==> src/rtl/mem_burst_write_master.sv <==
// Avalon-MM burst write master fed by an internal show-ahead FIFO.
// A transfer is a byte base/length pair; data is drained in bursts of up to MAXBURSTCOUNT beats.
module mem_burst_write_master #(
    parameter int DATAWIDTH       = 32,
    parameter int BYTEENABLEWIDTH = DATAWIDTH / 8,
    parameter int ADDRESSWIDTH    = 30,
    parameter int FIFODEPTH       = 32,
    parameter int FIFODEPTH_LOG2  = 5,
    parameter int MAXBURSTCOUNT   = 8,
    parameter int BURSTCOUNTWIDTH = 4
) (
    input  logic                        clk,
    input  logic                        reset_n,
    input  logic [ADDRESSWIDTH-1:0]     control_write_base,
    input  logic [ADDRESSWIDTH-1:0]     control_write_length,
    input  logic                        control_go,
    output logic                        control_done,
    output logic                        control_busy,
    input  logic                        user_write_buffer,
    input  logic [DATAWIDTH-1:0]        user_buffer_data,
    output logic                        user_buffer_full,
    output logic [FIFODEPTH_LOG2:0]     user_buffer_usedw,
    output logic [ADDRESSWIDTH-1:0]     master_address,
    output logic                        master_write,
    output logic [BYTEENABLEWIDTH-1:0]  master_byteenable,
    output logic [DATAWIDTH-1:0]        master_writedata,
    output logic [BURSTCOUNTWIDTH-1:0]  master_burstcount,
    input  logic                        master_waitrequest
);

    localparam int BE_LOG2 = $clog2(BYTEENABLEWIDTH);
    localparam logic [ADDRESSWIDTH-1:0]   BE_BYTES  = ADDRESSWIDTH'(BYTEENABLEWIDTH);
    localparam logic [ADDRESSWIDTH-1:0]   LEN_MASK  = ~(ADDRESSWIDTH'(BYTEENABLEWIDTH - 1));
    localparam logic [ADDRESSWIDTH-1:0]   MAX_BURST = ADDRESSWIDTH'(MAXBURSTCOUNT);
    localparam logic [FIFODEPTH_LOG2:0]   DEPTH_W   = (FIFODEPTH_LOG2 + 1)'(FIFODEPTH);

    typedef enum logic [1:0] {
        ST_IDLE  = 2'd0,
        ST_WAIT  = 2'd1,
        ST_BURST = 2'd2
    } state_t;

    // ------------------------------------------------------------------
    // FIFO storage and pointers
    // ------------------------------------------------------------------
    logic [DATAWIDTH-1:0]      fifo_mem [FIFODEPTH];
    logic [FIFODEPTH_LOG2-1:0] wr_ptr_reg, wr_ptr_next;
    logic [FIFODEPTH_LOG2-1:0] rd_ptr_reg, rd_ptr_next;
    logic [FIFODEPTH_LOG2:0]   usedw_reg, usedw_next;
    logic                      full_reg, full_next;
    logic                      push, pop;

    // ------------------------------------------------------------------
    // Transfer control
    // ------------------------------------------------------------------
    state_t                     state_reg, state_next;
    logic [ADDRESSWIDTH-1:0]    length_reg, length_next;
    logic [ADDRESSWIDTH-1:0]    addr_reg, addr_next;
    logic [ADDRESSWIDTH-1:0]    master_address_reg, master_address_next;
    logic [BURSTCOUNTWIDTH-1:0] burstcount_reg, burstcount_next;
    logic [BURSTCOUNTWIDTH-1:0] beat_cnt_reg, beat_cnt_next;
    logic [ADDRESSWIDTH-1:0]    masked_length;
    logic [ADDRESSWIDTH-1:0]    rem_words;
    logic [ADDRESSWIDTH-1:0]    bw_words;
    logic [ADDRESSWIDTH-1:0]    usedw_ext;
    logic                       beat_accept;

    // A push is judged against the registered full flag, so a simultaneous pop never rescues it.
    assign push        = user_write_buffer & ~full_reg;
    assign beat_accept = master_write & ~master_waitrequest;
    assign pop         = beat_accept & (usedw_reg != '0);

    always_comb begin
        wr_ptr_next = wr_ptr_reg;
        rd_ptr_next = rd_ptr_reg;
        usedw_next  = usedw_reg;
        if (push) begin
            wr_ptr_next = wr_ptr_reg + 1'b1;
        end
        if (pop) begin
            rd_ptr_next = rd_ptr_reg + 1'b1;
        end
        case ({push, pop})
            2'b10:   usedw_next = usedw_reg + 1'b1;
            2'b01:   usedw_next = usedw_reg - 1'b1;
            default: usedw_next = usedw_reg;
        endcase
        full_next = (usedw_next == DEPTH_W);
    end

    always_ff @(posedge clk) begin
        if (push) begin
            fifo_mem[wr_ptr_reg] <= user_buffer_data;
        end
    end

    assign masked_length = control_write_length & LEN_MASK;
    assign rem_words     = length_reg >> BE_LOG2;
    assign bw_words      = (rem_words > MAX_BURST) ? MAX_BURST : rem_words;
    assign usedw_ext     = ADDRESSWIDTH'(usedw_reg);

    always_comb begin
        state_next          = state_reg;
        length_next         = length_reg;
        addr_next           = addr_reg;
        master_address_next = master_address_reg;
        burstcount_next     = burstcount_reg;
        beat_cnt_next       = beat_cnt_reg;
        case (state_reg)
            ST_IDLE: begin
                if (control_go) begin
                    addr_next   = control_write_base;
                    length_next = masked_length;
                    if (masked_length != '0) begin
                        state_next = ST_WAIT;
                    end
                end
            end
            ST_WAIT: begin
                // Only start once the whole burst is buffered so write never drops mid-burst.
                if (usedw_ext >= bw_words) begin
                    burstcount_next     = bw_words[BURSTCOUNTWIDTH-1:0];
                    beat_cnt_next       = bw_words[BURSTCOUNTWIDTH-1:0];
                    master_address_next = addr_reg;
                    state_next          = ST_BURST;
                end
            end
            ST_BURST: begin
                if (beat_accept) begin
                    beat_cnt_next = beat_cnt_reg - 1'b1;
                    length_next   = length_reg - BE_BYTES;
                    addr_next     = addr_reg + BE_BYTES;
                    if (beat_cnt_reg == BURSTCOUNTWIDTH'(1)) begin
                        state_next = (length_reg == BE_BYTES) ? ST_IDLE : ST_WAIT;
                    end
                end
            end
            default: begin
                state_next = ST_IDLE;
            end
        endcase
    end

    always_ff @(posedge clk or negedge reset_n) begin
        if (!reset_n) begin
            state_reg          <= ST_IDLE;
            length_reg         <= '0;
            addr_reg           <= '0;
            master_address_reg <= '0;
            burstcount_reg     <= '0;
            beat_cnt_reg       <= '0;
            wr_ptr_reg         <= '0;
            rd_ptr_reg         <= '0;
            usedw_reg          <= '0;
            full_reg           <= 1'b0;
        end else begin
            state_reg          <= state_next;
            length_reg         <= length_next;
            addr_reg           <= addr_next;
            master_address_reg <= master_address_next;
            burstcount_reg     <= burstcount_next;
            beat_cnt_reg       <= beat_cnt_next;
            wr_ptr_reg         <= wr_ptr_next;
            rd_ptr_reg         <= rd_ptr_next;
            usedw_reg          <= usedw_next;
            full_reg           <= full_next;
        end
    end

    // master_write comes straight from the state register so reset removes it at once.
    assign master_write      = (state_reg == ST_BURST);
    assign master_address    = master_address_reg;
    assign master_burstcount = burstcount_reg;
    assign master_writedata  = fifo_mem[rd_ptr_reg];

    genvar gi;
    generate
        for (gi = 0; gi < BYTEENABLEWIDTH; gi++) begin : g_byteenable
            assign master_byteenable[gi] = 1'b1;
        end
    endgenerate

    assign user_buffer_usedw = usedw_reg;
    assign user_buffer_full  = full_reg;
    assign control_done      = (state_reg == ST_IDLE) && (length_reg == '0);
    assign control_busy      = (state_reg != ST_IDLE);

endmodule

==> config.mk <==
export PLATFORM = sky130hd
export DESIGN_NAME = mem_burst_write_master
export DESIGN_NICKNAME = d
export VERILOG_FILES = /design/src/rtl/mem_burst_write_master.sv
export SDC_FILE = /design/constraint.sdc
export NUM_CORES = 1
export LEC_CHECK = 0
export BUFFER_PORTS_ARGS = -buffer_cell sky130_fd_sc_hd__buf_2
export CAP_MARGIN = 5
export CORE_UTILIZATION = 30
export DETAILED_ROUTE_END_ITERATION = 10
export GPL_ROUTABILITY_DRIVEN = 0
export GPL_TIMING_DRIVEN = 1
export SLEW_MARGIN = 20
export SYNTH_ARGS = -nofsm -noshare
export SYNTH_HDL_FRONTEND = slang
export SYNTH_SLANG_ARGS = --single-unit
==> constraint.sdc <==
create_clock -name clk -period 4.5 [get_ports clk]
set_clock_uncertainty 0.1 [all_clocks]
set_input_delay 0.9 -clock clk [delete_from_list [all_inputs] [get_ports clk]]
set_output_delay 0.9 -clock clk [all_outputs]
set_load 0.02 [all_outputs]
# Yosys cells after proc, flatten, opt, wreduce, memory -nomap -nowiden
# Memory sizes are Yosys's and may differ from the RTL's.
# Cells that the tools add are included.
word_totals:
  ff_bits: 117
  mem_bits_rw: 1024
  wordCells: 69
  n_memories: 1
op_classes:
  add_sub_neg: 7
  magnitude_cmp: 2
  eq_ne: 12
  muxes: 20
  n_bitwise: 5
  n_reduce_logical: 12
mem_list:
  columns: ["memory", "depth", "width", "rd", "rd_ports_with_merged_regs", "write_ports", "line", "rtl"]
  rows:
  - ["fifo_mem", 32, 32, 1, 0, 1, "46", "logic [DATAWIDTH-1:0] fifo_mem [FIFODEPTH];"]
ops:
  columns: ["cell", "count"]
  rows:
  - ["$mux W30", 4]
  - ["$pmux W30 S2", 2]
  - ["$add A30 B3 Y30 const B", 1]
  - ["$eq A30 B3 Y1 const B", 1]
  - ["$logic_not A30 Y1", 1]
  - ["$reduce_bool A30 Y1", 1]
  - ["$sub A30 B3 Y30 const B", 1]
  - ["$ge A6 B28 Y1", 1]
  - ["$gt A28 B4 Y1 const B", 1]
  - ["$mux W28", 1]
  - ["$pmux W6 S2", 1]
  - ["$add A5 B1 Y5 const B", 2]
  - ["$mux W2", 5]
  - ["$mux W4", 2]
  - ["$pmux W4 S2", 1]
  - ["$add A6 B1 Y6 const B", 1]
  - ["$eq A6 B6 Y1 const B", 1]
  - ["$ne A2 B2 Y1 const B", 3]
  - ["$pmux W2 S3", 1]
  - ["$reduce_and A3 Y1", 2]
  - ["$reduce_bool A2 Y1", 3]
  - ["$reduce_bool A6 Y1", 1]
  - ["$sub A6 B1 Y6 const B", 1]
  - ["$reduce_and A5 Y1", 1]
  - ["other kinds (11)", 19]

# Logic depth before layout (Yosys ltp)
depth:
  depth_word: 6
  ltp_mapped: 12
  mapped_depth_nobuf: 11

# Worst setup path after synthesis
# OpenSTA, ideal clock, no wires.
synth_timing:
  path_type: "input -> register"
  from: "input master_waitrequest"
  to: "register full_reg (netlist: user_buffer_full)"
  arrival_ns: 3.364
  setup_slack_ns: 0.931
  path_stages: 9
  cell_sequence: "nand2b_1 a21oi_1 ha_1 ha_1 or4b_2 o311ai_0 or3b_2 xor2_1 nor4b_1"
synth_via:
  elab_chain_len: 6
  word_cells_on_any_way: 7
synth_lines:
  columns: ["element", "line", "rtl"]
  rows:
  - ["from (decl)", "28", "input logic master_waitrequest"]
  - ["$not A1 Y1 *", "70", "assign beat_accept = master_write & ~master_waitrequest;"]
  - ["$and A1 B1 Y1 *", "70", null]
  - ["$and A1 B1 Y1 *", "71", "assign pop = beat_accept & (usedw_reg != '0);"]
  - ["named net pop", "51", "logic push, pop;"]
  - ["$eq A2 B1 Y1 / $eq A2 B2 Y1 (equally long branches)", "83", "case ({push, pop})"]
  - ["$pmux W6 S2 *", "83", null]
  - ["named net usedw_next[5]", "49", "logic [FIFODEPTH_LOG2:0] usedw_reg, usedw_next;"]
  - ["$eq A6 B6 Y1 *", "88", "full_next = (usedw_next == DEPTH_W);"]
  - ["named net full_next", "50", "logic full_reg, full_next;"]
  - ["to (signal assigned)", "166", "full_reg <= full_next;"]
  - ["to (decl)", "50", null]
# Mark *: on every way through the listed nets, which the timed path passes. The rest lies on a longest branch.
# A chain may end at the register's enable or synchronous reset.

# Worst setup path after layout
layout_timing:
  from: "register rd_ptr_reg[2]"
  to: "output master_writedata[6]"
layout_via:
  elab_chain_len: 1
layout_lines:
  columns: ["element", "line", "rtl"]
  rows:
  - ["from (decl)", "48", "logic [FIFODEPTH_LOG2-1:0] rd_ptr_reg, rd_ptr_next;"]
  - ["from (signal assigned)", "164", "rd_ptr_reg <= rd_ptr_next;"]
  - ["$mem_v2 Z32 W32", null, null]
  - ["to (decl)", "26", "output logic [DATAWIDTH-1:0] master_writedata,"]
# No other way between the ends.

==> results by group <==
Power
  – Internal: 22.3 mW
  – Worst VDD drop: between 0.0003 and 0.0004 V
  – Switch share: 31.7%
  – Power Density: a little over 600 nW/um^2
  – Sw Pwr: ~10 mW
  – Leak: around 17 nW
  – Clock share of power: about 29%
  – Gate power share: between 30% and 40%
  – Reg power frac: around two fifths

Setup path
  – CP delay by family, top: compound AO/OA/AOI/OAI gates
  – CP Buf/Inv Count: 2
  – CP Max Fanout: 18
  – Type of origin of the critical path: flop
  – Worst flop-to-flop path endpoint: master_address[21]
  – Reg2Reg Depth: 10
  – Worst flop-to-flop path startpoint: length_reg[17]
  – Worst Setup Path Type: flop to output pin
  – Crit-path cells: or3_2 -> buf_4 -> o22ai_1 -> a211o_1 -> a21oi_1 -> buf_2
  – Reg-to-reg slack, setup: 700 ps
  – CP required: between 3000 and 4000 ps
  – Worst Path Arrival: 3330 ps
  – Critical Path Slowest Stage Cell: dfrtp_4
  – Slowest stage delay, CP: 650 ps
  – Worst Setup End Kind: output pin

Timing
  – RSZ-0062 raised after global routing: no
  – Worst hold slack: between 60 and 70 ps
  – Final Hold Viols: 0
  – Final Setup Violations: 0
  – Slew HR: 34.6%
  – Worst-Margin Slew: 980 ps
  – Slew Viols, Final: 0
  – Post-layout minimum cycle time: 4330 ps
  – Max Clk Rate: 0.231 GHz
  – Final period utilization: ~96%
  – Final setup TNS: 0 ps

GRT
  – Overall routing resource usage: 14.4%
  – Remaining Overflow, GRT: 0
  – Largest net degree at the start of global routing: 89
  – Vias in the first global route: around 24000
  – Antenna violations before repair: 15
  – Global-route wire length before repair: between 150 and 200 mm

Placement
  – Post-DP HPWL: approximately 66 mm
  – DP Area: around 49000 sq um
  – Number of port buffers: 170

Final layout
  – Post-route cell area: ~53000 sq um
  – Final net count: 2680
  – Layout cells sized above 1: between 20% and 30%
  – Area grow syn2layout: 17.7%
  – Max reg flops: 1024

Clock network
  – Num CTS Buffers: about 120
  – Clk buf depth: 3
  – Clock Root Buffer: clkbuf_16
  – Clk_lat worst skew: ~760 ps
  – # clock sinks: between 1000 and 1500
  – CTS H-tree lvls: 3
  – Post-cts resize count: 0
  – CTS tree: yes
  – Clock slew at reported path FFs: 60 ps

Floorplanning
  – Io pins: about 180
  – Initial Util: around 30%
  – Core box area: roughly 150000 sq um
  – DIE AREA: 152000 sq um
  – Die H: between 300 and 400 microns
  – Placement Rows: about 140
  – Die Wd: 390 microns

Drt
  – Detail Route Antenna Nets: 0
  – DRC Markers: 0
  – Drt wl/cell: approximately 24 microns
  – DR pass1 iterations: 5
  – WL met3: approximately 6.2 mm
  – Met1 WL: just under 50 mm
  – Via density per instance: between 5 and 6
  – Final WL: ~110 mm
  – Initial DRC Count: about 2000
  – Via Count: around 23000
  – Met2 routed WL: ~52 mm
  – DR top layer: met5

Synth
  – Cell Area, Synth: around 45000 sq um
  – EDFF count, synth: roughly 1000
  – Synth Area in Adders: 0.655%
  – Area leader, netlist: edfxtp_1
  – Synth Register Bits: 1139
  – Combinational family with the most area after synthesis: multiplexers
  – Primary FF master, synth: edfxtp_1
  – Post-synthesis sequential area ratio: between 70% and 80%
  – Proportion of synthesized area in mux cells: 15.0%
  – Top-area cell type share of the netlist area: 68.2%
  – Yosys cell types: 73
  – Top cells by area, synth: edfxtp_1, mux4_2, dfrtp_1
  – Syn. warnings: 0
  – Synthesized instance count: 2300
  – XOR/XNOR Fraction of Synth Area: 0.233%
  – Synth Area in Compound Gates: under 10%
  – Synthesized area per cell: approximately 20 sq um
  – Async S/R FF share, synth: between 10 and 15%
  – Post-Synth Simple-Gate Area: under 10%

Job
  – Max Cap Viol: 0

Outcome
  – Status: finished clean

Hold path
  – Tightest Hold Check Type: primary input to asynchronous set/reset pin
## logic make-up after synthesis
family / after synthesis
multiplexers: 352
adder cells (fa/ha/maj): 23
flip-flops: 1139
XOR/XNOR: 12
AO/OA/AOI/OAI: 330
other: 1
AND/OR/NAND/NOR: 290
buffers and inverters: 153
## how the worst max path moves through the flow
| stage | from | to | slack, ps | cells past startpoint |
|---|---|---|---|---|
| CTS | rd_ptr_reg[1] | master_writedata[18] | 90 | 7 |
| global route | rd_ptr_reg[1] | master_writedata[25] | 50 | 6 |
| global placement | master_waitrequest | user_buffer_full | 680 | 11 |
| detailed placement | master_waitrequest | user_buffer_full | 590 | 11 |
| floorplan | master_waitrequest | user_buffer_full | 930 | 9 |
| finish | rd_ptr_reg[2] | master_writedata[6] | 170 | 6 |
## per-stage QoR
stage          std cells  util (%)  power [mW]  setup WS [ps]
6_report            4657      35.8        32.7            172
5_1_grt             4655      35.8        34.2           48.5
4_1_cts             4655      35.8        33.1           87.0
3_5_place_dp        4444      33.3        23.7            588
3_3_place_gp        4444      33.3        23.7            678
2_1_floorplan       2305         -        20.1            931
## cells in the final DEF, fill, tap and decap left out, types with 38 or more instances in the layout
cell type  count
o22ai_1       85
clkbuf_16    116
edfxtp_1    1024
nor2_1        50
dfrtp_1      112
nand2_1       69
buf_12        38
buf_4         65
buf_2        169
mux2i_1       65
a21oi_1       91
mux4_2       256
## repair_timing
action                     in CTS  in global routing
setup endpoints to repair       1                  0
hold buffers                    0                  0
setup buffers                   1                  0
## cells in the mapped netlist, types with 7 or more instances
master and instances:
a211o_1 32, a21o_1 8, a21oi_1 93, a2bb2oi_1 14, a31oi_1 8, and3_1 9
buf_1 15, buf_2 42, clkbuf_1 70, dfrtp_1 115, edfxtp_1 1024, ha_1 22
inv_1 19, mux2_2 31, mux2i_1 65, mux4_2 256, nand2_1 71, nand3_1 24
nand4_1 8, nor2_1 82, nor3_1 17, nor4_1 16, o21ai_0 37, o22a_1 11
o22ai_1 85, or3_1 15, or4_1 7, xnor2_1 8
## area by class of cell
type	count	area [sq um]
Inverter	19	71.3
Clock inverter	69	669
Fill cell	13675	95300
Sequential cell	1139	33600
Timing Repair Buffer	272	2090
Antenna cell	2	5.00
Clock buffer	141	3000
Tap cell	2002	2500
Multi-Input combinational cell	1013	11100
## power groups by stage
stage,Sequential [mW],Clock (mW),Combinational [mW]
floorplan,13.4,0,6.67
global placement,13.6,0,10.1
detailed placement,13.6,0,10.1
CTS,13.4,9.55,10.2
global route,13.5,9.92,10.7
finish,13.4,9.34,9.92
## routing by layer
layer / global-route usage, % / up-vias
met3: 2.53 / 166
met5: 0 / -
met4: 3.41 / 12
li1: - / 10070
met1: 20.5 / 12463
met2: 23.0 / 695
Power figures use the tool's default switching activity.
